===== src/rtl/select_scan_sequencer_pkg.sv =====
// Shared definitions for the select scan sequencer.
//   SEL_W        : width of the decoder select (a,b,c)
//   scan_state_e : sequencer states IDLE / RUN / PAUSE
//   next_sel()   : one scan position forward or backward, wrapping inside 0..last
package select_scan_sequencer_pkg;

    localparam int SEL_W = 3;

    typedef enum logic [1:0] {
        ST_IDLE  = 2'b00,
        ST_RUN   = 2'b01,
        ST_PAUSE = 2'b10
    } scan_state_e;

    function automatic logic [SEL_W-1:0] next_sel(
        input logic [SEL_W-1:0] sel,
        input logic             down,
        input logic [SEL_W-1:0] last
    );
        if (down) begin
            return (sel == '0) ? last : sel - 1'b1;
        end
        return (sel == last) ? '0 : sel + 1'b1;
    endfunction

endpackage


===== src/rtl/select_scan_sequencer_dwell_timer.sv =====
// dwell_timer: counts cycles spent on one scan position.
//   clk, rst_n : clock, asynchronous active-low reset
//   clear      : force the count back to 0 (wins over enable)
//   enable     : count this cycle
//   dwell      : extra hold cycles per position
//   reached    : high in the enabled cycle whose count has reached dwell;
//                the count returns to 0 on the following edge
module dwell_timer #(
    parameter int DWELL_W = 4
) (
    input  logic               clk,
    input  logic               rst_n,
    input  logic               clear,
    input  logic               enable,
    input  logic [DWELL_W-1:0] dwell,
    output logic               reached
);

    logic [DWELL_W-1:0] cnt_q;
    logic [DWELL_W-1:0] cnt_d;

    // ">=" rather than "==": if dwell is lowered below the running count,
    // the position is released at once instead of counting around.
    assign reached = enable && (cnt_q >= dwell);

    always_comb begin
        cnt_d = cnt_q;
        if (clear) begin
            cnt_d = '0;
        end else if (enable) begin
            cnt_d = reached ? '0 : cnt_q + 1'b1;
        end
    end

    always_ff @(posedge clk or negedge rst_n) begin
        if (!rst_n) begin
            cnt_q <= '0;
        end else begin
            cnt_q <= cnt_d;
        end
    end

endmodule


===== src/rtl/select_scan_sequencer.sv =====
// select_scan_sequencer: drives the 3-bit select of a 3:8 decoder, scanning
// positions 0..LAST_SEL with a programmable dwell, run/pause/step control,
// up/down direction and synchronous load.
//   clk, rst_n       : clock, asynchronous active-low reset
//   start, stop      : run control (IDLE/PAUSE->RUN, RUN->PAUSE->IDLE)
//   step             : one advance per cycle while paused
//   dir              : 0 = up, 1 = down
//   load, load_val   : load select (clamped to LAST_SEL)
//   dwell            : extra hold cycles per position while running
//   a,b,c            : registered select, a = MSB
//   sel_valid, busy  : registered status (valid in RUN/PAUSE, busy in RUN)
//   wrap             : one-cycle pulse while the wrapped value is shown
module select_scan_sequencer
    import select_scan_sequencer_pkg::*;
#(
    parameter int DWELL_W  = 4,
    parameter int LAST_SEL = 7
) (
    input  logic               clk,
    input  logic               rst_n,
    input  logic               start,
    input  logic               stop,
    input  logic               step,
    input  logic               dir,
    input  logic               load,
    input  logic [SEL_W-1:0]   load_val,
    input  logic [DWELL_W-1:0] dwell,
    output logic               a,
    output logic               b,
    output logic               c,
    output logic               sel_valid,
    output logic               wrap,
    output logic               busy
);

    localparam logic [SEL_W-1:0] LAST = SEL_W'(LAST_SEL);

    scan_state_e       state_q, state_d;
    logic [SEL_W-1:0]  sel_q, sel_d;
    logic              wrap_q, wrap_d;
    logic              sel_valid_q, sel_valid_d;
    logic              busy_q, busy_d;

    logic              tmr_clear;
    logic              tmr_enable;
    logic              tmr_reached;
    logic              advance;

    dwell_timer #(
        .DWELL_W (DWELL_W)
    ) u_dwell_timer (
        .clk     (clk),
        .rst_n   (rst_n),
        .clear   (tmr_clear),
        .enable  (tmr_enable),
        .dwell   (dwell),
        .reached (tmr_reached)
    );

    // One action per cycle in priority order load > stop > start > advance.
    // stop in IDLE and start in RUN are no-ops and do not mask the lower ones.
    always_comb begin
        state_d    = state_q;
        sel_d      = sel_q;
        wrap_d     = 1'b0;
        tmr_clear  = 1'b0;
        tmr_enable = 1'b0;
        advance    = 1'b0;

        if (load) begin
            sel_d     = (load_val > LAST) ? LAST : load_val;
            tmr_clear = 1'b1;
        end else if (stop && (state_q != ST_IDLE)) begin
            tmr_clear = 1'b1;
            if (state_q == ST_RUN) begin
                state_d = ST_PAUSE;
            end else begin
                state_d = ST_IDLE;
                sel_d   = '0;
            end
        end else if (start && (state_q != ST_RUN)) begin
            state_d   = ST_RUN;
            tmr_clear = 1'b1;
        end else if (state_q == ST_RUN) begin
            tmr_enable = 1'b1;
            advance    = tmr_reached;
        end else if (state_q == ST_PAUSE) begin
            advance = step;
        end

        if (advance) begin
            sel_d  = next_sel(sel_q, dir, LAST);
            wrap_d = dir ? (sel_q == '0) : (sel_q == LAST);
        end

        sel_valid_d = (state_d != ST_IDLE);
        busy_d      = (state_d == ST_RUN);
    end

    always_ff @(posedge clk or negedge rst_n) begin
        if (!rst_n) begin
            state_q     <= ST_IDLE;
            sel_q       <= '0;
            wrap_q      <= 1'b0;
            sel_valid_q <= 1'b0;
            busy_q      <= 1'b0;
        end else begin
            state_q     <= state_d;
            sel_q       <= sel_d;
            wrap_q      <= wrap_d;
            sel_valid_q <= sel_valid_d;
            busy_q      <= busy_d;
        end
    end

    assign {a, b, c}  = sel_q;
    assign sel_valid  = sel_valid_q;
    assign wrap       = wrap_q;
    assign busy       = busy_q;

endmodule


===== config.mk =====
export PLATFORM = sky130hd
export DESIGN_NAME = select_scan_sequencer
export DESIGN_NICKNAME = d
export VERILOG_FILES = /design/src/rtl/select_scan_sequencer_pkg.sv /design/src/rtl/select_scan_sequencer_dwell_timer.sv /design/src/rtl/select_scan_sequencer.sv
export SDC_FILE = /design/constraint.sdc
export NUM_CORES = 1
export LEC_CHECK = 0
export ABC_CLOCK_PERIOD_IN_PS = 3700
export CORE_MARGIN = 5
export CORE_UTILIZATION = 45
export CTS_BUF_LIST = sky130_fd_sc_hd__clkbuf_8
export CTS_CLUSTER_DIAMETER = 120
export CTS_CLUSTER_SIZE = 8
export DETAILED_ROUTE_END_ITERATION = 12
export GPL_TIMING_DRIVEN = 0
export MAX_ROUTING_LAYER = met4
export PLACE_DENSITY = 0.71
export SYNTH_ARGS = -nofsm -noshare
export SYNTH_HDL_FRONTEND = slang
export SYNTH_HIERARCHICAL = 1
export SYNTH_SLANG_ARGS = --single-unit
export TNS_END_PERCENT = 20

===== constraint.sdc =====
create_clock -name clk -period 3.7 [get_ports clk]
set_input_delay 0.37 -clock clk [delete_from_list [all_inputs] [get_ports clk]]
set_output_delay 0.37 -clock clk [all_outputs]
set_load 0.1 [all_outputs]

==> impl_metrics.sql, run 1 <==
INSERT INTO impl_metrics (metric_group, metric, value, unit) VALUES
('global_routing', 'grtUsageMet2', '22.38', '%'),
('pwr', 'power.internal', '0.3051', 'mW'),
('route', 'drt_iter0_drc', '9', ''),
('sta', 'final_max_slew_viol_count', '0', ''),
('logic_synthesis', 'synth_enable_flop_cells', '0', ''),
('route', 'drt.antenna.violating_nets', '0', ''),
('logic_synthesis', 'yosys.cell_count.top_type', 'sky130_fd_sc_hd__dfrtp_1', ''),
('sta', 'max_slew_margin', '34.50', '%'),
('run_status', 'outcome', 'finished, final reports clean', ''),
('logic_synthesis', 'synth_largest_type_area_fraction', '34.48', '%'),
('logic_synthesis', 'synth-warning-count', '6', ''),
('clock_network', 'cts.path.max_buffers', '2', ''),
('die', 'floorplan.core_area', '1902', 'µm²'),
('logic_synthesis', 'synth_flop_cell', 'sky130_fd_sc_hd__dfrtp_1', ''),
('logic_synthesis', 'synth.area.top_cells', 'sky130_fd_sc_hd__dfrtp_1 (34%), sky130_fd_sc_hd__ha_1 (13%), sky130_fd_sc_hd__a2111oi_4 (6.3%)', ''),
('worst_setup_path', 'crit_path_max_fanout', '9', ''),
('worst_setup_path', 'reg2reg_to', 'sel_q[1]', ''),
('clock_network', 'cts_htree_levels', '1', ''),
('sta', 'fin_tns_setup', '0', 'ns'),
('global_routing', 'global_route.peak_usage_layer', 'met2', ''),
('logic_synthesis', 'synth.net_count', '112', ''),
('layout', 'final_layout_size_suffix_gt1_share', '8.108', '%'),
('global_routing', 'grt_antenna_before_repair', '0', ''),
('logic_synthesis', 'netlist-cell-type-count', '26', ''),
('layout', 'final.fill_count', '169', ''),
('die', 'ios', '20', ''),
('pwr', 'power.density', '434.5', 'nW/µm²'),
('worst_setup_path', 'criticalPathCategory', 'in2reg', ''),
('sta', 'hold_violations', '0', ''),
('worst_setup_path', 'start_kind', 'input pin', ''),
('placement', 'detailed_place.area', '1085', 'µm²'),
('global_routing', 'overflow', '0', ''),
('clock_network', 'cts_hold_buf', '0', ''),
('clock_network', 'numClockSinks', '12', ''),
('clock_network', 'tritoncts', 'done', ''),
('route', 'drt-vias-per-instance', '5.384', ''),
('worst_hold_path', 'hold_path.class', 'in2async', ''),
('die', 'initial_standard_cell_utilization_of_the_core', '45.79', '%'),
('pwr', 'peakVddDrop', '0.0003771', 'V'),
('global_routing', 'maximum_number_of_pins_on_one_net_before_global_route_repair', '13', ''),
('placement', 'gp_congestion', '0.7614', ''),
('logic_synthesis', 'synth-async-reset-ratio', '100.0', '%'),
('die', 'placementRows', '16', ''),
('pwr', 'total_power', '0.4953', 'mW'),
('pwr', 'sw_frac_of_total', '38.41', '%'),
('worst_setup_path', 'required', '3.81', 'ns'),
('pwr', 'leakage', '0.4786', 'nW'),
('route', 'postRouteWirelength', '1.766', 'mm'),
('pwr', 'comb_power_share', '38.3', '%'),
('die', 'fp.dieW', '53.99', 'µm'),
('route', 'drtPass1Iterations', '4', ''),
('logic_synthesis', 'synth_top_cell_by_area', 'sky130_fd_sc_hd__dfrtp_1', ''),
('placement', 'io_buffer_count', '18', ''),
('layout', 'utilization', '59.93', '%'),
('global_routing', 'grtUsageMet3', '4.432', '%'),
('logic_synthesis', 'ys_seq_area_share', '34.48', '%'),
('clock_network', 'ctsRootBufferMaster', 'sky130_fd_sc_hd__clkbuf_8', ''),
('placement', 'detailedPlacementHpwl', '1.396', 'mm'),
('logic_synthesis', 'yosys_register_bits', '12', ''),
('flow_run', 'drv_cap', '0', ''),
('layout', 'antenna_cells_inserted', '0', ''),
('clock_network', 'clock_insertion_delay_worst_skew', '0.24', 'ns'),
('route', 'via_count', '743', ''),
('global_routing', 'first_global_vias', '731', ''),
('layout', 'sequential_cell_area', '300.3', 'µm²'),
('sta', 'period_minus_slack', '2.678', 'ns'),
('worst_setup_path', 'cp.arrival', '2.79', 'ns'),
('sta', 'fmax', '373.4', 'MHz'),
('worst_setup_path', 'worst-r2r-setup-slack', '1.09', 'ns'),
('logic_synthesis', 'synth.cell_area', '870.8', 'µm²'),
('die', 'die_h', '53.99', 'µm');
-- final cells by class --
class	instances	share of cell area, %
plain buffers	1	0.4391
multi-input cells	69	47.31
repair buffers	18	15.81
clock buffers	4	4.830
flip-flops and latches	12	26.34
inverters	7	2.305
well taps	27	2.964
-- power by group through the flow --
stage	registers, mW	clock network (mW)	logic (mW)
finish	0.166	0.140	0.190
global route	0.170	0.149	0.203
CTS	0.165	0.142	0.191
detailed placement	0.168	0	0.191
global placement	0.166	0	0.187
floorplan	0.237	0	0.0650
-- registers in the layout (all words and copies together) (netlist names) --
name,count
u_dwell_timer/cnt_q,4
sel_valid,1
wrap,1
state_q,2
sel_q,3
busy,1
-- placed cells by master (no fill, tap or decap), types with 3 or more instances in the layout --
cell / count
sky130_fd_sc_hd__o22ai_1: 3
sky130_fd_sc_hd__mux2i_1: 3
sky130_fd_sc_hd__clkdlybuf4s50_1: 18
sky130_fd_sc_hd__a21oi_1: 7
sky130_fd_sc_hd__clkbuf_8: 4
sky130_fd_sc_hd__dfrtp_1: 12
sky130_fd_sc_hd__ha_1: 9
sky130_fd_sc_hd__nor3_1: 3
sky130_fd_sc_hd__nand2b_1: 7
sky130_fd_sc_hd__inv_1: 7
sky130_fd_sc_hd__a22oi_1: 3
sky130_fd_sc_hd__o21ai_1: 6
sky130_fd_sc_hd__nor2_1: 5
sky130_fd_sc_hd__nor2b_1: 3
-- cell families after synthesis --
family	share of synthesized area, %
AO/OA/AOI/OAI	23.99
buffers and inverters	3.592
flip-flops	34.48
AND/OR/NAND/NOR	21.55
multiplexers	3.448
adder cells (fa/ha/maj)	12.93
-- layer usage --
metal | part of all wire [%] | routed length, µm
met5 | 0 | 0
met4 | 0 | 0
met3 | 4.5 | 79
met2 | 47 | 835
met1 | 48 | 851
-- through the flow --
| step | cells | hold slack, ns | setup slack [ns] |
|---|---|---|---|
| 4_1_cts | 138 | 0.5179 | 1.090 |
| 2_1_floorplan | 89 | 0.07441 | 1.535 |
| 6_report | 138 | 0.4922 | 1.022 |
| 5_1_grt | 138 | 0.5450 | 0.7727 |
| 3_5_place_dp | 134 | 0.5693 | 0.8425 |
| 3_3_place_gp | 134 | 0.5668 | 0.9123 |
-- critical path, cell delays in order --
cell and delay [ns]:
sky130_fd_sc_hd__clkdlybuf4s50_1 0.56, sky130_fd_sc_hd__nor3_1 0.67, sky130_fd_sc_hd__nor3b_1 0.35, sky130_fd_sc_hd__nor4bb_2 0.45, sky130_fd_sc_hd__a2111oi_4 0.11, sky130_fd_sc_hd__a22oi_1 0.17
sky130_fd_sc_hd__o21ai_1 0.10
-- worst max-delay path by stage --
stage / slack [ns] / from / to
6_report: 1.02 / stop / sel_q[1]
5_1_grt: 0.77 / stop / sel_q[2]
4_1_cts: 1.09 / stop / sel_q[1]
3_5_place_dp: 0.84 / stop / sel_q[0]
3_3_place_gp: 0.91 / stop / sel_q[0]
2_1_floorplan: 1.53 / state_q[1] / sel_q[2]
No activity file was read; power rests on OpenSTA's default activity.
==> run 2: changes to the inputs <==
Settings changed: ABC_CLOCK_PERIOD_IN_PS 3700 to 2300, PLACE_DENSITY 0.71 to 0.74.
Clock period 3.7 ns to 2.3 ns, I/O delays scaled along.
==> run 2 against run 1 <==
  * Via count grew 4.6%
  * Sequential cell count is the same
  * Clock power grew 33%
  * Design area grew 8.9%
  * Largest cell class unchanged
  * Combinational power grew 76%
  * Clock-buffer cell count shrank 1
  * Utilization grew 5.3 points
==> impl_metrics.sql, run 2 (synthesized netlist as in run 1, its figures left out) <==
INSERT INTO impl_metrics (metric_group, metric, value, unit) VALUES
('layout', 'antenna_cells_inserted', '0', ''),
('die', 'floorplan.core_area', '1902', 'µm²'),
('worst_setup_path', 'cp.arrival', '2.34', 'ns'),
('route', 'drt_iter0_drc', '8', ''),
('sta', 'timing.final.ws_setup', '0.1133', 'ns'),
('clock_network', 'cts.reportedPaths.clkPinSlew', '0.05', 'ns'),
('run_status', 'outcome', 'finished, final reports clean', ''),
('sta', 'hold_violations', '0', ''),
('placement', 'placement.setup.worst_slack', '-0.3885', 'ns'),
('sta', 'final_min_period_over_clock_period', '95.07', '%'),
('sta', 'period_minus_slack', '2.187', 'ns'),
('die', 'ios', '20', ''),
('global_routing', 'maximum_number_of_pins_on_one_net_before_global_route_repair', '13', ''),
('layout', 'final_layout_size_suffix_gt1_share', '19.33', '%'),
('clock_network', 'ctsRootBufferMaster', 'sky130_fd_sc_hd__clkbuf_8', ''),
('sta', 'tightest_slew', '0.9806', 'ns'),
('worst_hold_path', 'hold_path.class', 'in2async', ''),
('sta', 'clock-skew-final', '0.005478', 'ns'),
('route', 'drtPass1Iterations', '4', ''),
('sta', 'final_max_slew_viol_count', '0', ''),
('global_routing', 'overflow', '0', ''),
('clock_network', 'cts.path.max_buffers', '2', ''),
('placement', 'gp_congestion', '0.7987', ''),
('pwr', 'total_power', '0.7865', 'mW'),
('die', 'fp.dieW', '53.99', 'µm'),
('worst_setup_path', 'criticalPathCategory', 'reg2reg', ''),
('layout', 'most-common-layout-cells', 'sky130_fd_sc_hd__clkdlybuf4s50_1 (17), sky130_fd_sc_hd__dfrtp_1 (12), sky130_fd_sc_hd__buf_4 (9)', ''),
('route', 'drc', '0', ''),
('die', 'placementRows', '16', ''),
('clock_network', 'cts_htree_levels', '1', ''),
('sta', 'fmax', '457.3', 'MHz'),
('layout', 'utilization', '65.26', '%'),
('worst_setup_path', 'start_kind', 'register', ''),
('pwr', 'peakVddDrop', '0.0005966', 'V'),
('worst_setup_path', 'critical_path_capture_point_type', 'register', ''),
('worst_setup_path', 'required', '2.46', 'ns'),
('global_routing', 'grt_antenna_before_repair', '0', ''),
('sta', 'max_slew_margin', '34.42', '%'),
('clock_network', 'cts_hold_buf', '0', ''),
('route', 'route.detailed.wl_per_inst', '13.18', 'µm'),
('pwr', 'leakage', '0.5352', 'nW'),
('layout', 'regMostFlops', 'u_dwell_timer/cnt_q', ''),
('layout', 'commonest_non_fill_non_tap_cell_in_the_layout', 'sky130_fd_sc_hd__clkdlybuf4s50_1', ''),
('clock_network', 'numClockSinks', '12', ''),
('placement', 'placed_cells', '134', ''),
('clock_network', 'clock_insertion_delay_worst_skew', '0.23', 'ns'),
('layout', 'postLayoutCellArea', '1241', 'µm²'),
('layout', 'largest_register_ff_count', '4', ''),
('die', 'die_h', '53.99', 'µm'),
('global_routing', 'first_global_vias', '752', ''),
('route', 'drt-vias-per-instance', '5.322', ''),
('sta', 'hold-worst-slack', '0.3573', 'ns'),
('layout', 'largest_registers', 'u_dwell_timer/cnt_q (4), sel_q (3), state_q (2)', ''),
('placement', 'detailed_place.area', '1085', 'µm²'),
('pwr', 'power.density', '633.6', 'nW/µm²'),
('route', 'via_count', '777', ''),
('sta', 'fin_tns_setup', '0', 'ns'),
('global_routing', 'grt_pass1_wl', '3.243', 'mm'),
('layout', 'final_nets', '144', ''),
('layout', 'final.fill_count', '164', ''),
('placement', 'detailedPlacementHpwl', '1.335', 'mm'),
('worst_setup_path', 'crit_path_max_fanout', '3', ''),
('clock_network', 'tritoncts.num_buffers', '3', ''),
('die', 'initial_standard_cell_utilization_of_the_core', '45.79', '%'),
('route', 'postRouteWirelength', '1.925', 'mm'),
('route', 'drt.antenna.violating_nets', '0', ''),
('die', 'design.die.area', '2915', 'µm²'),
('global_routing', 'total_routing_usage_reported_by_global_routing', '15.38', '%'),
('placement', 'io_buffer_count', '18', ''),
('layout', 'area_growth_syn_to_layout', '42.53', '%'),
('clock_network', 'tritoncts', 'done', ''),
('sta', 'setup-violations-final', '0', ''),
('flow_run', 'drv_cap', '0', ''),
('layout', 'post_layout_nonfiller_instances', '146', '');
run 2: changes by cell type in the layout (fill, tap and decap cells not counted), sizes merged:
cell           change
buf                +9
dlymetal6s2s       +1
clkdlybuf4s50      -1
clkbuf             -1
run 2: area by class of cell:
type	count	area, µm²	area share, %
multi-input combinational	69	584.3	47.08
sequential	12	300.3	24.19
timing repair buffer	27	250.2	20.16
clock buffer	3	41.29	3.327
tap	27	33.78	2.722
inverter	7	26.28	2.117
buffer	1	5.005	0.4032
run 2: worst max-delay path, cell delays in order (launching register included):
cell	delay, ns
sky130_fd_sc_hd__dfrtp_1	0.39
sky130_fd_sc_hd__inv_2	0.08
sky130_fd_sc_hd__ha_4	0.20
sky130_fd_sc_hd__nand2b_4	0.14
sky130_fd_sc_hd__a2111oi_4	0.44
sky130_fd_sc_hd__nor3b_2	0.11
sky130_fd_sc_hd__nor4bb_4	0.18
sky130_fd_sc_hd__a2111oi_4	0.36
sky130_fd_sc_hd__a22oi_1	0.11
sky130_fd_sc_hd__o21ai_1	0.10
run 2: routing by layer:
layer | track usage, % | part of all wire [%] | routed length, µm | up-vias
met5 | - | 0 | 0 | -
met4 | 3.734 | 0.73 | 14 | 0
met3 | 3.601 | 4.9 | 95 | 4
met2 | 23.99 | 49 | 934 | 20
met1 | 20.07 | 46 | 880 | 366
li1 | - | - | - | 387
run 2: power by group:
| part | internal, mW | switching (mW) |
|---|---|---|
| Sequential | 0.235 | 0.0313 |
| Combinational | 0.123 | 0.211 |
| Clock | 0.115 | 0.0709 |
| Total | 0.473 | 0.313 |
run 2: what timing repair did:
| item | in CTS | in global routing |
|---|---|---|
| gates resized for setup | 2 | 7 |
| endpoints found under the setup margin | 3 | 3 |
| pin swaps | 1 | 7 |
| setup buffers | 0 | 9 |
run 2: worst paths after layout:
path,startpoint,slack (ns),to,depth (start not counted)
setup / recovery,u_dwell_timer/cnt_q[0],0.11,sel_q[0],9
hold / removal,rst_n,0.36,sel_q[0],1
setup reg to reg,u_dwell_timer/cnt_q[0],0.11,sel_q[0],9
hold reg to reg,u_dwell_timer/cnt_q[3],0.59,u_dwell_timer/cnt_q[3],2
max in group asynchronous,rst_n,1.57,u_dwell_timer/cnt_q[2],1
min in group clk,load,0.45,sel_q[2],3
